**config.mk**
```make
export PLATFORM = sky130hd
export DESIGN_NAME = control_unit
export DESIGN_NICKNAME = d
export VERILOG_FILES = /design/src/rtl/cpu_ctrl_pkg.sv /design/src/rtl/control_unit.sv
export SDC_FILE = /design/constraint.sdc
export NUM_CORES = 1
export LEC_CHECK = 0
export ABC_AREA = 1
export CORE_MARGIN = 1.5
export CORE_UTILIZATION = 42
export DETAILED_ROUTE_END_ITERATION = 16
export GPL_ROUTABILITY_DRIVEN = 0
export GPL_TIMING_DRIVEN = 0
export PLACE_DENSITY_LB_ADDON = 0.08
export SYNTH_ARGS = -nofsm -noshare
export SYNTH_HDL_FRONTEND = slang
export SYNTH_SLANG_ARGS = --single-unit
```
**constraint.sdc**
```tcl
create_clock -name clock -period 3.3 [get_ports clock]
set_input_delay 0.495 -clock clock [delete_from_list [all_inputs] [get_ports clock]]
set_output_delay 0.495 -clock clock [all_outputs]
set_load 0.1 [all_outputs]
```
**src/rtl/cpu_ctrl_pkg.sv**
```systemverilog
// Encodings shared by the multicycle CPU control unit and the datapath mux selects.
// State values are exported on the state port, so their numbering is part of the interface.
package cpu_ctrl_pkg;

    typedef enum logic [4:0] {
        StRst       = 5'd0,
        StFetch     = 5'd1,
        StFetchWait = 5'd2,
        StDecode    = 5'd3,
        StRExec     = 5'd4,
        StRWb       = 5'd5,
        StAddiExec  = 5'd6,
        StAddiWb    = 5'd7,
        StSltWb     = 5'd8,
        StMemAddr   = 5'd9,
        StLwRd      = 5'd10,
        StLwWait    = 5'd11,
        StLwWb      = 5'd12,
        StSwWr      = 5'd13,
        StBranch    = 5'd14,
        StJump      = 5'd15,
        StLuiWb     = 5'd16,
        StExcSave   = 5'd17,
        StExcRd     = 5'd18,
        StExcWait   = 5'd19,
        StExcJump   = 5'd20
    } state_e;

    typedef enum logic {
        CauseInvalid  = 1'b0,
        CauseOverflow = 1'b1
    } cause_e;

    // Opcodes (IR[31:26])
    localparam logic [5:0] OpRType = 6'h00;
    localparam logic [5:0] OpJ     = 6'h02;
    localparam logic [5:0] OpBeq   = 6'h04;
    localparam logic [5:0] OpBne   = 6'h05;
    localparam logic [5:0] OpAddi  = 6'h08;
    localparam logic [5:0] OpLui   = 6'h0F;
    localparam logic [5:0] OpLw    = 6'h23;
    localparam logic [5:0] OpSw    = 6'h2B;

    // R-type funct codes
    localparam logic [5:0] FnAdd = 6'h20;
    localparam logic [5:0] FnSub = 6'h22;
    localparam logic [5:0] FnAnd = 6'h24;
    localparam logic [5:0] FnSlt = 6'h2A;

    localparam logic [2:0] AluLoadA = 3'b000;
    localparam logic [2:0] AluAdd   = 3'b001;
    localparam logic [2:0] AluSub   = 3'b010;
    localparam logic [2:0] AluAnd   = 3'b011;
    localparam logic [2:0] AluCmp   = 3'b111;

    localparam logic [2:0] PcSrcJump   = 3'd0;
    localparam logic [2:0] PcSrcAlu    = 3'd1;
    localparam logic [2:0] PcSrcEpc    = 3'd2;
    localparam logic [2:0] PcSrcAluOut = 3'd3;
    localparam logic [2:0] PcSrcMd     = 3'd4;

    localparam logic [2:0] MemAdrPc     = 3'd0;
    localparam logic [2:0] MemAdrAluOut = 3'd1;
    localparam logic [2:0] MemAdrA      = 3'd2;
    localparam logic [2:0] MemAdrB      = 3'd3;
    localparam logic [2:0] MemAdrExcInv = 3'd4;
    localparam logic [2:0] MemAdrExcOvf = 3'd5;

    localparam logic [1:0] SrcAPc  = 2'd0;
    localparam logic [1:0] SrcAA   = 2'd1;
    localparam logic [1:0] SrcAMdr = 2'd2;

    localparam logic [1:0] SrcBB      = 2'd0;
    localparam logic [1:0] SrcBImm    = 2'd1;
    localparam logic [1:0] SrcBImmSl2 = 2'd2;
    localparam logic [1:0] SrcBFour   = 2'd3;

    localparam logic [1:0] WrRt = 2'd0;
    localparam logic [1:0] WrRd = 2'd1;

    localparam logic [2:0] WdAluOut = 3'd0;
    localparam logic [2:0] WdMem    = 3'd1;
    localparam logic [2:0] WdSl16   = 3'd2;
    localparam logic [2:0] WdExt1   = 3'd6;

    localparam logic [1:0] MdWord   = 2'd0;
    localparam logic [1:0] MdByteZx = 2'd2;

    function automatic logic [2:0] alu_op_for_funct(input logic [5:0] funct);
        case (funct)
            FnSub:   return AluSub;
            FnAnd:   return AluAnd;
            default: return AluAdd;
        endcase
    endfunction

endpackage

```
**src/rtl/control_unit.sv**
```systemverilog
// Multicycle sequencer: decodes IR opcode/funct and ALU flags into Moore-style datapath
// controls, including invalid-opcode and overflow exception entry.
module control_unit
    import cpu_ctrl_pkg::*;
(
    input  logic       clock,
    input  logic       reset,
    input  logic [5:0] Opcode,
    input  logic [5:0] Funct,
    input  logic       O,
    input  logic       N,
    input  logic       Z,
    input  logic       ET,
    input  logic       GT,
    input  logic       LT,
    output logic       PCWrite,
    output logic       MemWrRd,
    output logic       IRWrite,
    output logic       RegWrite,
    output logic       AB_w,
    output logic       MDWrite,
    output logic       EPCWrite,
    output logic       ALUOutWrite,
    output logic [1:0] ALUSrcA,
    output logic [1:0] ALUSrcB,
    output logic [2:0] ALUControl,
    output logic [2:0] PCSource,
    output logic [2:0] MemAdrsSrc,
    output logic [1:0] WriteIn,
    output logic [2:0] WriteDataSrc,
    output logic [1:0] MDControl,
    output logic [1:0] WDControl,
    output logic [4:0] state
);

    state_e state_q, state_d;
    cause_e cause_q, cause_d;

    // Only O and ET steer the sequence; the remaining flags are part of the datapath bundle.
    logic unused_flags;
    assign unused_flags = ^{N, Z, GT, LT};

    always_ff @(posedge clock or negedge reset) begin
        if (!reset) begin
            state_q <= StRst;
            cause_q <= CauseInvalid;
        end else begin
            state_q <= state_d;
            cause_q <= cause_d;
        end
    end

    // Next-state; cause_d changes only on transitions into StExcSave.
    always_comb begin
        state_d = state_q;
        cause_d = cause_q;
        unique case (state_q)
            StRst:       state_d = StFetch;
            StFetch:     state_d = StFetchWait;
            StFetchWait: state_d = StDecode;
            StDecode: begin
                unique case (Opcode)
                    OpRType: begin
                        unique case (Funct)
                            FnAdd, FnSub, FnAnd: state_d = StRExec;
                            FnSlt:               state_d = StSltWb;
                            default: begin
                                state_d = StExcSave;
                                cause_d = CauseInvalid;
                            end
                        endcase
                    end
                    OpAddi:       state_d = StAddiExec;
                    OpLw, OpSw:   state_d = StMemAddr;
                    OpBeq, OpBne: state_d = StBranch;
                    OpJ:          state_d = StJump;
                    OpLui:        state_d = StLuiWb;
                    default: begin
                        state_d = StExcSave;
                        cause_d = CauseInvalid;
                    end
                endcase
            end
            StRExec: begin
                if (O && (Funct == FnAdd || Funct == FnSub)) begin
                    state_d = StExcSave;
                    cause_d = CauseOverflow;
                end else begin
                    state_d = StRWb;
                end
            end
            StAddiExec: begin
                if (O) begin
                    state_d = StExcSave;
                    cause_d = CauseOverflow;
                end else begin
                    state_d = StAddiWb;
                end
            end
            StMemAddr:  state_d = (Opcode == OpLw) ? StLwRd : StSwWr;
            StLwRd:     state_d = StLwWait;
            StLwWait:   state_d = StLwWb;
            StExcSave:  state_d = StExcRd;
            StExcRd:    state_d = StExcWait;
            StExcWait:  state_d = StExcJump;
            StRWb, StAddiWb, StSltWb, StLwWb, StSwWr, StBranch, StJump, StLuiWb, StExcJump:
                state_d = StFetch;
            default:    state_d = StRst;
        endcase
    end

    always_comb begin
        PCWrite      = 1'b0;
        MemWrRd      = 1'b0;
        IRWrite      = 1'b0;
        RegWrite     = 1'b0;
        AB_w         = 1'b0;
        MDWrite      = 1'b0;
        EPCWrite     = 1'b0;
        ALUOutWrite  = 1'b0;
        ALUSrcA      = SrcAPc;
        ALUSrcB      = SrcBB;
        ALUControl   = AluLoadA;
        PCSource     = PcSrcJump;
        MemAdrsSrc   = MemAdrPc;
        WriteIn      = WrRt;
        WriteDataSrc = WdAluOut;
        MDControl    = MdWord;
        WDControl    = MdWord;
        unique case (state_q)
            StFetch: begin
                MemAdrsSrc = MemAdrPc;
                ALUSrcA    = SrcAPc;
                ALUSrcB    = SrcBFour;
                ALUControl = AluAdd;
            end
            StFetchWait: begin
                MemAdrsSrc = MemAdrPc;
                ALUSrcA    = SrcAPc;
                ALUSrcB    = SrcBFour;
                ALUControl = AluAdd;
                IRWrite    = 1'b1;
                PCSource   = PcSrcAlu;
                PCWrite    = 1'b1;
            end
            StDecode: begin
                AB_w        = 1'b1;
                ALUSrcA     = SrcAPc;
                ALUSrcB     = SrcBImmSl2;
                ALUControl  = AluAdd;
                ALUOutWrite = 1'b1;
            end
            StRExec: begin
                ALUSrcA     = SrcAA;
                ALUSrcB     = SrcBB;
                ALUControl  = alu_op_for_funct(Funct);
                ALUOutWrite = 1'b1;
            end
            StRWb: begin
                WriteIn      = WrRd;
                WriteDataSrc = WdAluOut;
                RegWrite     = 1'b1;
            end
            StAddiExec, StMemAddr: begin
                ALUSrcA     = SrcAA;
                ALUSrcB     = SrcBImm;
                ALUControl  = AluAdd;
                ALUOutWrite = 1'b1;
            end
            StAddiWb: begin
                WriteIn      = WrRt;
                WriteDataSrc = WdAluOut;
                RegWrite     = 1'b1;
            end
            StSltWb: begin
                ALUSrcA      = SrcAA;
                ALUSrcB      = SrcBB;
                ALUControl   = AluCmp;
                WriteIn      = WrRd;
                WriteDataSrc = WdExt1;
                RegWrite     = 1'b1;
            end
            StLwRd: MemAdrsSrc = MemAdrAluOut;
            StLwWait: begin
                MemAdrsSrc = MemAdrAluOut;
                MDWrite    = 1'b1;
            end
            StLwWb: begin
                MDControl    = MdWord;
                WriteIn      = WrRt;
                WriteDataSrc = WdMem;
                RegWrite     = 1'b1;
            end
            StSwWr: begin
                MemAdrsSrc = MemAdrAluOut;
                WDControl  = MdWord;
                MemWrRd    = 1'b1;
            end
            StBranch: begin
                ALUSrcA    = SrcAA;
                ALUSrcB    = SrcBB;
                ALUControl = AluCmp;
                PCSource   = PcSrcAluOut;
                // Target was precomputed into ALUOut during decode.
                PCWrite    = ((Opcode == OpBeq) && ET) || ((Opcode == OpBne) && !ET);
            end
            StJump: begin
                PCSource = PcSrcJump;
                PCWrite  = 1'b1;
            end
            StLuiWb: begin
                WriteIn      = WrRt;
                WriteDataSrc = WdSl16;
                RegWrite     = 1'b1;
            end
            StExcSave: begin
                // PC already advanced by 4; subtract it back to get the faulting address.
                ALUSrcA    = SrcAPc;
                ALUSrcB    = SrcBFour;
                ALUControl = AluSub;
                EPCWrite   = 1'b1;
            end
            StExcRd: begin
                MemAdrsSrc = (cause_q == CauseOverflow) ? MemAdrExcOvf : MemAdrExcInv;
            end
            StExcWait: begin
                MemAdrsSrc = (cause_q == CauseOverflow) ? MemAdrExcOvf : MemAdrExcInv;
                MDWrite    = 1'b1;
            end
            StExcJump: begin
                MDControl = MdByteZx;
                PCSource  = PcSrcMd;
                PCWrite   = 1'b1;
            end
            default: ;
        endcase
    end

    assign state = state_q;

endmodule

```
* After elaboration in Yosys (flattened, before gate mapping)
Index checks and enable logic that the tools add are counted.
** Word-level totals
- Register bits after elaboration :: 6
- Output and inout port bits :: 35
- Input port bits :: 20
** Operators by class
- Eq/ne operators :: 35
- Muxes and demuxes :: 29
- Reduce and logical (&&, ||, !) cells :: 28
** Operators by type and width (number)
- $pmux 5 s12 :: 1
- $eq 5x4->1 const B :: 8
- $eq 6x6->1 const B :: 6
- $pmux 5 s6 :: 1
- $eq 5x5->1 const B :: 5
- $eq 5x3->1 const B :: 4
- $pmux 3 s3 :: 2
- $reduce_or 5->1 :: 3
- $reduce_or 2->1 :: 7
- $mux 1 :: 13
- $eq 6x3->1 const B :: 2
- $eq 6x4->1 const B :: 2
- $pmux 3 s4 :: 1
- $reduce_or 3->1 :: 4
- $eq 5x2->1 const B :: 2
- $mux 5 :: 2
- $pmux 5 s2 :: 1
- $reduce_or 10->1 :: 1
- $reduce_or 4->1 :: 2
- $reduce_or 7->1 :: 1
- $eq 6x2->1 const B :: 1
- $logic_not 6->1 :: 1
- $ne 2x2->1 const B :: 3
- $pmux 2 s3 :: 1
- other kinds (14) :: 18

* Longest topological paths before layout
- Word-level depth :: 5
- Depth in mapped cells :: 10
- Mapped depth without buffers :: 10

* Worst setup path after synthesis
Ideal clock, no wire load.
- Path kind :: reg-to-output
- Start point :: reg state_q[0], in the netlist state[0]
- End point :: out WriteIn[0]
- Required time :: 2805 ps
- Slack :: -1059 ps
- Stages on the path, launching flop included :: 6
- Data arrival time :: 3864 ps
- Path buffers :: 0
- Cell sequence :: dfrtp_1 -> nor2_2 -> nand2_2 -> nor2_1 -> inv_1 -> o21ai_0
** On the way
- Longest elaborated chain between the ends :: 3
- Elaborated cells between the ends (all ways) :: 4
** Ends and longest elaborated chain
- start: declaration :: RTL line control_unit.sv:36 : state_e state_q, state_d;
- start signal: assignment :: RTL line control_unit.sv:45 : state_q <= StRst;
- start signal: assignment :: RTL line control_unit.sv:48 : state_q <= state_d;
- $eq 5x3->1 or $eq 5x4->1 (tied branches) :: RTL line control_unit.sv:130 : unique case (state_q)
- $reduce_or 2->1 (no line) (*)
- $mux 1 (*) :: RTL line control_unit.sv:130
- end: declaration :: RTL line control_unit.sv:29 : output logic [1:0] WriteIn,
Mark *: on every way between the ends. The rest lies on a longest branch, timed or not.

* Worst setup path in the final report
- Start point :: reg state_q[4], in the netlist state[4]
- End point :: out ALUSrcA[0]
** On the way
- Longest elaborated chain between the ends :: 3
- Elaborated cells between the ends (all ways) :: 7
** Ends and longest elaborated chain
- $eq 5x3->1 or $eq 5x4->1 (tied branches) :: RTL line control_unit.sv:130
- $reduce_or 5->1 (no line) (*)
- $mux 1 (*) :: RTL line control_unit.sv:130
- end: declaration :: RTL line control_unit.sv:24 : output logic [1:0] ALUSrcA,
Marked as above.

==> qor.yml <==
cts_tree: "done"
ys.flop_type: "dfrtp_1"
wl_um: 3090
r2r-end: "state[1]"
setup_violations: 0
synthTopCellsByArea: "dfrtp_1 (15%), nand2_1 (15%), inv_1 (14%)"
crit_buf_inv: 3
num_vias: 1377
syn_area_um2: 1020
cap_violations: 0
min_period_over_period: 0.971
rows: 17
clockBufferDepth: 2
ys_ff_latch: 6
insertion_delay_ns: 0.25
initial_core_util: 0.453
ant_nets: 0
grt_overflow: 0
r2r_slack_ns: 1.78
drc: 0
clk_pin_slew_worst_paths_ns: 0.05
timing_max_transition_violations_final: 0
slowest_stage: "clkdlybuf4s50_1"
grt_first_pass_wirelength_um: 5250
cts.sinks: 6
critPathLaunchType: "register"
required_ns: 2.80
synthCells: 189
crit_arrival_ns: 2.71
cp_max_fo: 7
cp-startpoint: "state[4]"
seq_area_frac_synth: 0.147
status: "complete, no violations"
grt_setup_unrepaired: "false"
finalCriticalPeriod_ns: 3.20
hold_viol_final: 0
grt_pass1_vias: 1277
drt_iter0_drc: 21
crit_chain: "inv_2 > nand3_1 > nor2_1 > inv_1 > nand3_1 > clkdlybuf4s50_1"
synth_edf_count: 0
max_stage_delay_ns: 1.14
ys_warn_count: 0
maxSlewHeadroom: 0.340
critPathKind: "register to output pin"
synth_common_cells: "nand2_1 (40), inv_1 (39), nor2_1 (31), nand3_1 (20), nand4_1 (8)"
htreeDepth: 1
pin_count: 55
finClkSkew_ns: 0.00149
dieHeight_um: 52.3
grt_max_degree: 11
reg2reg_from: "state[4]"
placed_cells: 266
crit_path_frequent_cell: "nand3_1"
synth.distinct_cells: 25
hold_ws_ns: 0.472
cts-root-buf: "clkbuf_4"
grt_usage: 0.254
syn_to_final_growth_pct: 57.2
ys_async_sr_fraction: 1.00
avgSynthCellArea_um2: 5.40
routedWlPerCell_um: 11.4
grt_antenna_before_repair: 0
vias_per_cell: 5.10
synth_top_area_frac: 0.147
cp_top_family: "buffers and inverters"
layout.cells.non_filler: 270
rr_worst_depth: 7
cts_buffers: 3
io_buffers: 44
clock.fmax_mhz: 312
hp-class: "input pin to async pin"
critPathCaptureType: "output pin"
nets: 263
worst_pin_slew_ns: 0.988
post-dp-hpwl_um: 2620
die_area_um2: 2740
firstDrtPassIters: 4
yosysMostFrequentCell: "nand2_1"
core-area_um2: 2250
diodes: 0
drive_above_1_share: 0.140
synth_top_cell_by_area: "dfrtp_1"
fp.dieW_um: 52.3
[worst max-delay path by stage]
stage	to	cells past startpoint	slack, ns
after CTS	ALUControl[1]	8	0.07
after detailed placement	PCWrite	5	-0.04
after global placement	PCWrite	5	-0.02
after floorplan	MemAdrsSrc[0]	7	-0.001
after global routing	ALUSrcA[0]	6	0.008
final	ALUSrcA[0]	6	0.1
[what timing repair did]
action / 4_1_cts / 5_1_grt
gates resized for setup: 1 / 5
endpoints found under the setup margin: 1 / 5
hold buffers: 0 / 0
setup buffers: 0 / 0
[stage by stage]
step	TNS, ns	utilization	area [um2]	setup WS, ns
after global routing	0	0.712	1610	0.00762
after CTS	0	0.706	1590	0.0719
after detailed placement	-0.0360	0.695	1570	-0.0360
after floorplan	-0.000952	-	1090	-0.000952
final	0	0.712	1610	0.0955
after global placement	-0.0187	0.695	1570	-0.0187
[metal layers]
| layer | wire, um | part of all wire | track usage |
|---|---|---|---|
| met1 | 1260 | 0.41 | 0.289 |
| met2 | 1510 | 0.49 | 0.465 |
| met3 | 231 | 0.075 | 0.0314 |
| met4 | 86 | 0.028 | 0.111 |
| met5 | 0 | 0 | 0 |
[placed cells by master (no fill, tap or decap)]
master	count
o2111ai_2	1
conb_1	6
nand3_1	18
nor2_1	30
a21oi_1	5
o21ai_0	3
nand2_2	6
nor2_4	6
nor3_4	1
nor3_1	2
dlymetal6s2s_1	5
inv_2	4
dlygate4sd2_1	1
xnor2_1	1
clkdlybuf4s50_1	38
clkbuf_1	1
buf_4	6
nand4_1	8
o31ai_1	1
o21ai_1	2
nor2_2	1
o21ai_2	1
dfrtp_2	1
dfrtp_1	5
nand2_1	40
o311ai_4	1
nand3_2	2
nand3b_1	1
nor4_1	1
o22ai_1	1
inv_1	39
o221ai_2	1
clkbuf_4	3
[worst register-to-register path, delay by kind of cell (launching register included)]
family / cells / cell delay (ns)
compound gates: 1 / 0.13
simple gates: 4 / 0.56
buf+inv: 2 / 0.28
flops: 1 / 0.49
[cells by family (layout without fill, tap and decap cells)]
group	Yosys count	in the layout	synth area share
AND/OR/NAND/NOR	116	116	0.545
buffers and inverters	49	97	0.202
AO/OA/AOI/OAI	16	16	0.0931
flip-flops	6	6	0.147
other	1	6	0.00367
XOR/XNOR	1	1	0.00858
[registers in the layout, summed over array words and instances (netlist names)]
signal	flops
state	5
cause_q	1
[layout make-up]
cell class                      count  area [um2]
Buffer                              6        45.0
Clock buffer                        4        26.3
Fill cell                         198         649
Inverter                           43         161
Multi-Input combinational cell    139         734
Sequential cell                     6         151
Tap cell                           28        35.0
Timing Repair Buffer               44         452
Power is left out: the tool's default activity adds up to more than one toggle a clock period on the data nets, which glitch-free logic cannot reach.
